**config.mk**
```make
export PLATFORM = sky130hd
export DESIGN_NAME = stack_arbiter
export DESIGN_NICKNAME = d
export VERILOG_FILES = /design/src/rtl/stack_pkg.sv /design/src/rtl/stack_mem.sv /design/src/rtl/stack_arbiter.sv
export SDC_FILE = /design/constraint.sdc
export NUM_CORES = 1
export LEC_CHECK = 0
export ABC_AREA = 0
export CORE_MARGIN = 5
export CORE_UTILIZATION = 55
export DETAILED_ROUTE_END_ITERATION = 8
export GPL_TIMING_DRIVEN = 0
export PLACE_DENSITY = 0.81
export SLEW_MARGIN = 20
export SYNTH_ARGS = -nofsm -noshare
export SYNTH_HDL_FRONTEND = slang
export SYNTH_HIERARCHICAL = 1
export SYNTH_SLANG_ARGS = --single-unit
export TNS_END_PERCENT = 50
```
**constraint.sdc**
```tcl
create_clock -name clk -period 4.1 [get_ports clk]
set_input_delay 0.82 -clock clk [delete_from_list [all_inputs] [get_ports clk]]
set_output_delay 0.82 -clock clk [all_outputs]
set_load 0.02 [all_outputs]
```
**src/rtl/stack_pkg.sv**
```systemverilog
// Shared types and defaults for the two-requester arbitrated stack.
// Holds the operation encoding, the FSM state type and the size defaults.
// Also provides the round-robin pick used when latching a request.
package stack_pkg;

  localparam int DEF_DEPTH = 16;
  localparam int DEF_WIDTH = 8;

  // Requester operation encoding as seen on op0/op1.
  typedef enum logic [1:0] {
    OP_PUSH = 2'b00,
    OP_POP  = 2'b01,
    OP_PEEK = 2'b10,
    OP_RSVD = 2'b11
  } op_e;

  // Arbiter sequencer: accept, execute, respond.
  typedef enum logic [1:0] {
    ST_IDLE = 2'b00,
    ST_EXEC = 2'b01,
    ST_RESP = 2'b10
  } state_e;

  // Returns the index of the winning requester. A lone requester wins;
  // on a tie the requester that was not served last wins.
  function automatic logic rr_pick(input logic req0, input logic req1,
                                   input logic last_served);
    if (req0 && req1) begin
      return ~last_served;
    end
    return req1;
  endfunction

endpackage

```
**src/rtl/stack_mem.sv**
```systemverilog
// Stack storage: DEPTH x WIDTH array, one synchronous write port.
// Latency: write lands at the clock edge; read port is combinational.
// Backpressure: none; the caller guarantees addresses are in range.
module stack_mem #(
  parameter int DEPTH = 16,
  parameter int WIDTH = 8,
  parameter int AW    = (DEPTH > 1) ? $clog2(DEPTH) : 1
) (
  input  logic             clk,
  input  logic             i_we,
  input  logic [AW-1:0]    i_waddr,
  input  logic [WIDTH-1:0] i_wdata,
  input  logic [AW-1:0]    i_raddr,
  output logic [WIDTH-1:0] o_rdata
);

  logic [WIDTH-1:0] r_mem [DEPTH];

  // Write the pushed entry at the current top-of-stack slot.
  always_ff @(posedge clk) begin
    if (i_we) begin
      r_mem[i_waddr] <= i_wdata;
    end
  end

  assign o_rdata = r_mem[i_raddr];

endmodule

```
**src/rtl/stack_arbiter.sv**
```systemverilog
// Two-requester round-robin arbiter in front of a push/pop stack.
// Latency: done pulses 2 edges after req is sampled; one op every 3 cycles.
// Backpressure: requests are only accepted in IDLE (busy low); none queued.
// Optional feature: define STACK_ARB_PEEK_EN to enable the peek op (10).
module stack_arbiter
  import stack_pkg::*;
#(
  parameter int DEPTH = DEF_DEPTH,
  parameter int WIDTH = DEF_WIDTH
) (
  input  logic                   clk,
  input  logic                   rst,
  input  logic                   req0,
  input  logic                   req1,
  input  logic [1:0]             op0,
  input  logic [1:0]             op1,
  input  logic [WIDTH-1:0]       wdata0,
  input  logic [WIDTH-1:0]       wdata1,
  output logic                   done0,
  output logic                   done1,
  output logic [WIDTH-1:0]       rdata,
  output logic                   err,
  output logic                   full,
  output logic                   empty,
  output logic [$clog2(DEPTH):0] level,
  output logic                   busy
);

  localparam int LW = $clog2(DEPTH) + 1;
  localparam int AW = (DEPTH > 1) ? $clog2(DEPTH) : 1;

  state_e           r_state;
  logic [LW-1:0]    r_sp;
  logic             r_last;
  logic             r_win;
  op_e              r_op;
  logic [WIDTH-1:0] r_wdata;
  logic             r_done0;
  logic             r_done1;
  logic             r_err;
  logic [WIDTH-1:0] r_rdata;

  logic             w_full;
  logic             w_empty;
  logic             w_win;
  logic             w_we;
  logic [AW-1:0]    w_waddr;
  logic [AW-1:0]    w_raddr;
  logic [WIDTH-1:0] w_rd_dat;

  // Occupancy flags are derived straight from the registered pointer.
  assign w_full  = (r_sp == LW'(DEPTH));
  assign w_empty = (r_sp == '0);
  assign w_win   = rr_pick(req0, req1, r_last);

  // Only a successful push in EXEC writes; address is the current top slot.
  assign w_we    = (r_state == ST_EXEC) && (r_op == OP_PUSH) && !w_full;
  assign w_waddr = AW'(r_sp);
  assign w_raddr = AW'(r_sp - LW'(1));

  stack_mem #(
    .DEPTH (DEPTH),
    .WIDTH (WIDTH),
    .AW    (AW)
  ) u_mem (
    .clk     (clk),
    .i_we    (w_we),
    .i_waddr (w_waddr),
    .i_wdata (r_wdata),
    .i_raddr (w_raddr),
    .o_rdata (w_rd_dat)
  );

  // Sequencer: latch the winner in IDLE, execute in EXEC, pulse done in RESP.
  always_ff @(posedge clk) begin
    if (rst) begin
      r_state <= ST_IDLE;
      r_sp    <= '0;
      r_last  <= 1'b1;
      r_win   <= 1'b0;
      r_op    <= OP_PUSH;
      r_wdata <= '0;
      r_done0 <= 1'b0;
      r_done1 <= 1'b0;
      r_err   <= 1'b0;
      r_rdata <= '0;
    end else begin
      case (r_state)
        ST_IDLE: begin
          r_done0 <= 1'b0;
          r_done1 <= 1'b0;
          if (req0 || req1) begin
            r_win   <= w_win;
            r_last  <= w_win;
            r_op    <= w_win ? op_e'(op1) : op_e'(op0);
            r_wdata <= w_win ? wdata1 : wdata0;
            r_state <= ST_EXEC;
          end
        end
        ST_EXEC: begin
          r_state <= ST_RESP;
          r_done0 <= ~r_win;
          r_done1 <= r_win;
          r_err   <= 1'b0;
          r_rdata <= '0;
          case (r_op)
            OP_PUSH: begin
              if (w_full) begin
                r_err <= 1'b1;
              end else begin
                r_sp <= r_sp + LW'(1);
              end
            end
            OP_POP: begin
              if (w_empty) begin
                r_err <= 1'b1;
              end else begin
                r_rdata <= w_rd_dat;
                r_sp    <= r_sp - LW'(1);
              end
            end
`ifdef STACK_ARB_PEEK_EN
            OP_PEEK: begin
              if (w_empty) begin
                r_err <= 1'b1;
              end else begin
                r_rdata <= w_rd_dat;
              end
            end
`endif
            default: begin
              // Reserved encodings (and peek when it is compiled out).
              r_err <= 1'b1;
            end
          endcase
        end
        ST_RESP: begin
          r_done0 <= 1'b0;
          r_done1 <= 1'b0;
          r_state <= ST_IDLE;
        end
        default: begin
          r_state <= ST_IDLE;
        end
      endcase
    end
  end

  assign done0 = r_done0;
  assign done1 = r_done1;
  assign err   = r_err;
  assign rdata = r_rdata;
  assign full  = w_full;
  assign empty = w_empty;
  assign level = r_sp;
  assign busy  = (r_state != ST_IDLE);

endmodule

```
==> out/qor.yml, run 1 <==
global_routing:
  grt_first_pass_wirelength_um: 20700
  grt_start_max_net_pins: 18
  overflow: 0
  gr-usage-all-layers_pct: 19.9
  antenna_found_initial: 0
  grt_pass1_vias: 3647
pwr:
  p_comb_share_pct: 12.8
  p_sw_mw: 0.959
  sw_frac_of_total_pct: 24.3
  p_per_area_mw_per_mm2: 521
  ir_drop_mv: 0.414
  fin_total_pwr_mw: 3.95
  power_frac_seq_pct: 47.2
  p_int_mw: 2.99
  p_clk_share_pct: 40.1
  p_leak_nw: 2.62
layout:
  antennaDiodeCount: 0
  area_delta_synth_final_pct: 19.4
  finalNonFillerCells: 583
  nNetsFinal: 453
  final_common_cell: "edfxtp_1"
  drive_above_1_share_pct: 18.0
  fin_util_pct: 66.7
  final_cell_mix: "edfxtp_1 (128), clkdlybuf4s50_1 (42), nor2_1 (41), dfxtp_1 (30), a22oi_1 (24)"
sta:
  hold_violations: 0
  slew_violations: 0
  relSlewSlack_pct: 42.8
  fin_skew_ns: 0.0131
  fmax_mhz: 263
  finalSetupViolations: 0
  worst_slew_pin_slew_ns: 0.851
  tns_ns: 0
  grt_setup_unrepaired: "false"
  min_period_over_period_pct: 92.8
  fin_crit_ns: 3.80
yosys:
  synth_top_cell_area_share_pct: 60.5
  synth_top_family_by_area: "multiplexers"
  yosysSeqAreaShare_pct: 69.9
  ys_top_cells_by_area: "edfxtp_1 (60%), dfxtp_1 (9.5%), mux4_2 (6.4%)"
  syn_area_per_cell_sq_um: 17.4
  yosysTopAreaCell: "edfxtp_1"
  async_flop_share_pct: 0
  synth_xor_area_share_pct: 0.689
  synth_mux_area_share_pct: 14.1
  yosysWarnings: 6
  synth-seq-cells: 158
  synth_ff_type: "edfxtp_1"
  synth_fa_ha_area_share_pct: 0.394
  synthSimpleGateAreaFrac_pct: 7.27
  synth_compound_area_share_pct: 5.32
  synth_cell_type_count: 41
  synth.cell_area_sq_mm: 0.00635
  synthCells: 366
  synth_edf_count: 128
  syn_nets: 392
min_path:
  holdPathEnd: "r_win"
  min_from: "r_win"
  min_path_type: "register to register"
  worstHoldPathCells: 2
die:
  io_pins: 43
  num_rows: 39
  die_h_um: 117
  core_sq_mm: 0.0114
  die-area_sq_mm: 0.0138
  fp.dieW_um: 117
  initial_utilization_pct: 55.9
flow_run:
  maxCapViolCount: 0
worst_setup_path:
  reg2regPathDepth: 7
  r2r_slack_ns: 0.30
  worstSetupEndpointType: "register"
  required_ns: 4.14
  cp.buffers_inverters: 1
  cp_max_fo: 13
  cp-start-kind: "register"
  cp.arrival_ns: 3.84
  path_cells: "inv_1 -> ha_1 -> nor3b_4 -> and2_1 -> nor4_1 -> or3b_2 -> nor2_1"
  path_class: "register to register"
  path_delay_family: "simple AND/OR/NAND/NOR gates"
  cpPeakStageDelay_ns: 0.71
  regToRegStartpoint: "level[0]"
  cp_slowest_cell: "dfxtp_1"
  r2r_end: "u_mem/r_mem[1][7]"
clocking:
  ctsRootBufferMaster: "clkbuf_16"
  cts_resized: 0
  clkTransAtPathRegs_ns: 0.07
  clockBufferDepth: 2
  cts_buffers: 17
  clock_sinks: 158
  ctsHtreeMaxLevel: 4
  cts_tree: "done"
  cts_setup_buffers: 0
  holdBufCountCts: 0
  clk_latency_ns: 0.41
route:
  drt-total-wl_um: 13400
  drtIter0Drc: 385
  dr.pass1.iters: 5
  route.detailed.drc: 0
  vias_per_cell: 6.15
  wl_per_cell_um: 22.9
  num_vias: 3588
  antenna_left: 0
placement:
  place.gp.congestion: 0.817
  dp_hpwl_um: 8760
  portBuffers: 42
  dpl.cell_count: 551
run_status:
  status: "completed"
## metal layers
metal	up-vias	GRT usage [%]	share of wire (%)	wire (um)
met5	-	0	0	0
met4	0	7.53	2.6	346
met3	29	6.30	6.7	889
met2	157	33.0	52	6900
met1	1824	24.5	39	5220
li1	1578	-	-	-
## synth_stat cells (all sizes together), types with 3 or more instances
cell,count
dfxtp,30
a211oi,12
inv,3
xor2,3
nor3,8
a21oi,3
a22oi,24
edfxtp,128
mux2i,10
a21boi,3
nand2,15
nand2b,4
nor2b,7
buf,15
nor2,41
clkdlybuf4s25,3
mux4,32
nand3b,4
## metrics by stage
| stage | hold WS, ns | instance area (sq um) | setup slack [ns] |
|---|---|---|---|
| floorplan | 0.431 | 6350 | 0.762 |
| global placement | 0.449 | 6950 | 0.0827 |
| detailed placement | 0.470 | 6970 | 0.402 |
| CTS | 0.490 | 7590 | 0.349 |
| global route | 0.509 | 7590 | 0.251 |
| finish | 0.482 | 7590 | 0.296 |
## sequential cells by signal, indices dropped and copies added, names as in the netlist
register     cells
done1            1
level            5
r_op             2
r_win            1
r_state          2
done0            1
r_last           1
u_mem/r_mem    128
rdata            8
err              1
r_wdata          8
## worst reg2reg max path, stage by stage (launching register included)
cell	delay, ns
dfxtp_1	0.71
inv_1	0.16
ha_1	0.28
nor3b_4	0.18
and2_1	0.20
nor4_1	0.71
or3b_2	0.56
nor2_1	0.64
## final cells by class
type                       count  area (sq um)
fill                         726          3780
multi-input combinational    187          1780
sequential                   158          4440
tap                          143           179
inverter                       3          11.3
buffer                        18           135
clock inverter                 9          90.1
timing repair buffer          42           420
clock buffer                  23           522
## how the worst max path moves through the flow
stage	start	endpoint	slack [ns]	depth (start not counted)
2_1_floorplan	level[0]	u_mem/r_mem[0][0]	0.76	7
3_3_place_gp	level[0]	u_mem/r_mem[0][3]	0.08	7
3_5_place_dp	level[0]	u_mem/r_mem[2][3]	0.40	7
4_1_cts	level[0]	u_mem/r_mem[2][1]	0.35	7
5_1_grt	level[0]	u_mem/r_mem[2][1]	0.25	7
6_report	level[0]	u_mem/r_mem[1][7]	0.30	7
## power by group through the flow
stage               combinational (mW)  sequential (mW)  clock [mW]
global placement                 0.487             1.89           0
global route                     0.535             1.87        1.67
CTS                              0.500             1.86        1.60
detailed placement               0.494             1.90           0
floorplan                        0.338             1.87           0
finish                           0.505             1.86        1.58
## kinds of logic (layout without fill, tap and decap cells)
family,Yosys count,in the layout
flip-flops,158,158
AND/OR/NAND/NOR,92,92
AO/OA/AOI/OAI,44,44
multiplexers,44,44
buffers and inverters,21,95
XOR/XNOR,5,5
adder cells (fa/ha/maj),2,2
Power figures use the tool's default switching activity.
==> inputs of run 2 (changes only) <==
==> constraint.sdc (replaced) <==
create_clock -name clk -period 4.1 [get_ports clk]
set_input_delay 0.615 -clock clk [delete_from_list [all_inputs] [get_ports clk]]
set_output_delay 0.615 -clock clk [all_outputs]
set_load 0.02 [all_outputs]
==> results of run 2 <==
No change in the layout: final DEF, timing and power equal those of run 1.
==> inputs of run 3 (changes only) <==
--- a/config.mk
+++ b/config.mk
@@ -6,11 +6,12 @@
 export NUM_CORES = 1
 export LEC_CHECK = 0
 export ABC_AREA = 0
+export CAP_MARGIN = 0
 export CORE_MARGIN = 5
-export CORE_UTILIZATION = 55
+export CORE_UTILIZATION = 58
 export DETAILED_ROUTE_END_ITERATION = 8
 export GPL_TIMING_DRIVEN = 0
-export PLACE_DENSITY = 0.81
+export PLACE_DENSITY = 0.85
 export SLEW_MARGIN = 20
 export SYNTH_ARGS = -nofsm -noshare
 export SYNTH_HDL_FRONTEND = slang
==> out/qor.yml, run 3 (synthesis results as in run 1) <==
sta:
  tns_ns: 0  # unchanged
  fin_skew_ns: 0.00898  # -0.00413 ns
  fmax_mhz: 271  # +3.0%
  relSlewSlack_pct: 44.6  # +1.9 points
  finalSetupViolations: 0  # unchanged
  slew_violations: 0  # unchanged
  min_period_over_period_pct: 90.1  # -2.7 points
  setup_ws_ns: 0.407  # +0.111 ns
  hold_violations: 0  # unchanged
  timing.hold.ws_ns: 0.476  # -0.00640 ns
  fin_crit_ns: 3.69  # -0.111 ns
  grt_setup_unrepaired: "false"
  worst_slew_pin_slew_ns: 0.826  # -0.0247 ns
placement:
  dp_hpwl_um: 9290  # +6.0%
  post-place-ws_ns: 0.428  # +0.0259 ns
  portBuffers: 42  # unchanged
  place.gp.congestion: 0.858  # +5.0%
clocking:
  clock_sinks: 158  # unchanged
  cts_setup_buffers: 0  # unchanged
  cts_tree: "done"
  clkTransAtPathRegs_ns: 0.07  # about the same
  cts_resized: 0  # unchanged
  ctsHtreeMaxLevel: 4  # unchanged
  clk_latency_ns: 0.53  # +0.12 ns
  holdBufCountCts: 0  # unchanged
  ctsRootBufferMaster: "clkbuf_8"
  cts_buffers: 17  # unchanged
  clockBufferDepth: 2  # unchanged
route:
  wl_per_cell_um: 23.7  # +3.6%
  antenna_left: 0  # unchanged
  drt-total-wl_um: 13800  # +3.0%
  num_vias: 3582  # -0.17%
  drtIter0Drc: 427  # +11%
  dr.pass1.iters: 5  # unchanged
  vias_per_cell: 6.18  # +0.35%
  route.detailed.drc: 0  # unchanged
global_routing:
  grt_start_max_net_pins: 18  # unchanged
  grt_first_pass_wirelength_um: 20800  # +0.23%
  overflow: 0  # unchanged
  antenna_found_initial: 0  # unchanged
  grt_pass1_vias: 3623  # -0.66%
  gr-usage-all-layers_pct: 22.3  # +2.4 points
layout:
  nNetsFinal: 453  # unchanged
  area_delta_synth_final_pct: 19.2
  final_common_cell: "edfxtp_1"
  largest-register: "u_mem/r_mem"
  largest_reg_flops: 128  # unchanged
  fin_util_pct: 70.2  # +3.5 points
  antennaDiodeCount: 0  # unchanged
  final_cell_mix: "edfxtp_1 (128), clkdlybuf4s50_1 (42), nor2_1 (41), dfxtp_1 (30), a22oi_1 (24)"
  drive_above_1_share_pct: 18.2  # +0.23 points
flow_run:
  maxCapViolCount: 0  # unchanged
worst_setup_path:
  r2r_slack_ns: 0.41  # +0.11 ns
  cp.arrival_ns: 3.85  # about the same
  cp-start-kind: "register"
  cpPeakStageDelay_ns: 0.66  # -0.05 ns
  cp_max_fo: 13  # unchanged
  path_delay_family: "simple AND/OR/NAND/NOR gates"
  cp.buffers_inverters: 1  # unchanged
  r2r_end: "u_mem/r_mem[0][7]"
  cp_slowest_cell: "dfxtp_1"
  reg2regPathDepth: 7  # unchanged
  regToRegStartpoint: "level[0]"
  path_class: "register to register"
  required_ns: 4.26  # +0.12 ns
  worstSetupEndpointType: "register"
  path_cells: "inv_1 -> ha_1 -> nor3b_4 -> and2_1 -> nor4_1 -> or3b_2 -> nor3_2"
die:
  die_h_um: 115  # -2.4%
  core_sq_mm: 0.0108  # -5.1%
  fp.dieW_um: 115  # -2.4%
  num_rows: 38  # -2.6%
  io_pins: 43  # unchanged
  die-area_sq_mm: 0.0132  # -4.7%
  initial_utilization_pct: 58.9  # +3.0 points
min_path:
  min_from: "r_last"
  min_path_type: "register to register"
  holdPathEnd: "r_last"
  worstHoldPathCells: 2  # unchanged
pwr:
  p_per_area_mw_per_mm2: 520  # -0.15%
  fin_total_pwr_mw: 3.94  # -0.26%
  ir_drop_mv: 0.387  # -6.6%
  p_leak_nw: 2.61  # -0.27%
run_status:
  status: "completed"
## run 3: power breakdown
| part | switching (mW) | leakage (nW) | internal, mW |
|---|---|---|---|
| registers | 0.0730 | 1.42 | 1.79 |
| clock network | 0.641 | 0.294 | 0.925 |
| logic | 0.278 | 0.899 | 0.234 |
## run 3: cell type report
type,count,area (sq um)
Timing Repair Buffer,42,420
Clock inverter,12,118
Tap cell,140,175
Buffer,18,135
Multi-Input combinational cell,187,1780
Inverter,3,11.3
Clock buffer,20,489
Sequential cell,158,4440
Fill cell,607,3220
## run 3: metrics by stage
stage / cell area (sq um) / cells
5_1_grt: 7580 / 580
2_1_floorplan: 6350 / 366
6_report: 7580 / 580
3_3_place_gp: 6950 / 548
3_5_place_dp: 6970 / 548
4_1_cts: 7580 / 580
## run 3: how the worst max path moves through the flow
| stage | from | to | depth (start not counted) | slack, ns |
|---|---|---|---|---|
| 3_3_place_gp | level[0] | u_mem/r_mem[0][2] | 7 | 0.20 |
| 6_report | level[0] | u_mem/r_mem[0][7] | 7 | 0.41 |
| 2_1_floorplan | level[0] | u_mem/r_mem[0][0] | 7 | 0.76 |
| 4_1_cts | level[0] | u_mem/r_mem[0][7] | 7 | 0.40 |
| 5_1_grt | level[0] | u_mem/r_mem[2][6] | 7 | 0.28 |
| 3_5_place_dp | level[0] | u_mem/r_mem[2][3] | 7 | 0.43 |
## run 3: worst min-delay path: cells and delay by family (launching register included)
family,cells,cell delay [ns]
DFF,1,0.32
and+or+nand+nor,2,0.12
## run 3: metal layers
| metal | track usage [%] | wire length [um] | vias to the layer above |
|---|---|---|---|
| met4 | 9.50 | 385 | 0 |
| met5 | 0 | 0 | - |
| met3 | 6.08 | 849 | 29 |
| li1 | - | - | 1582 |
| met1 | 28.1 | 5320 | 1832 |
| met2 | 36.5 | 7210 | 139 |
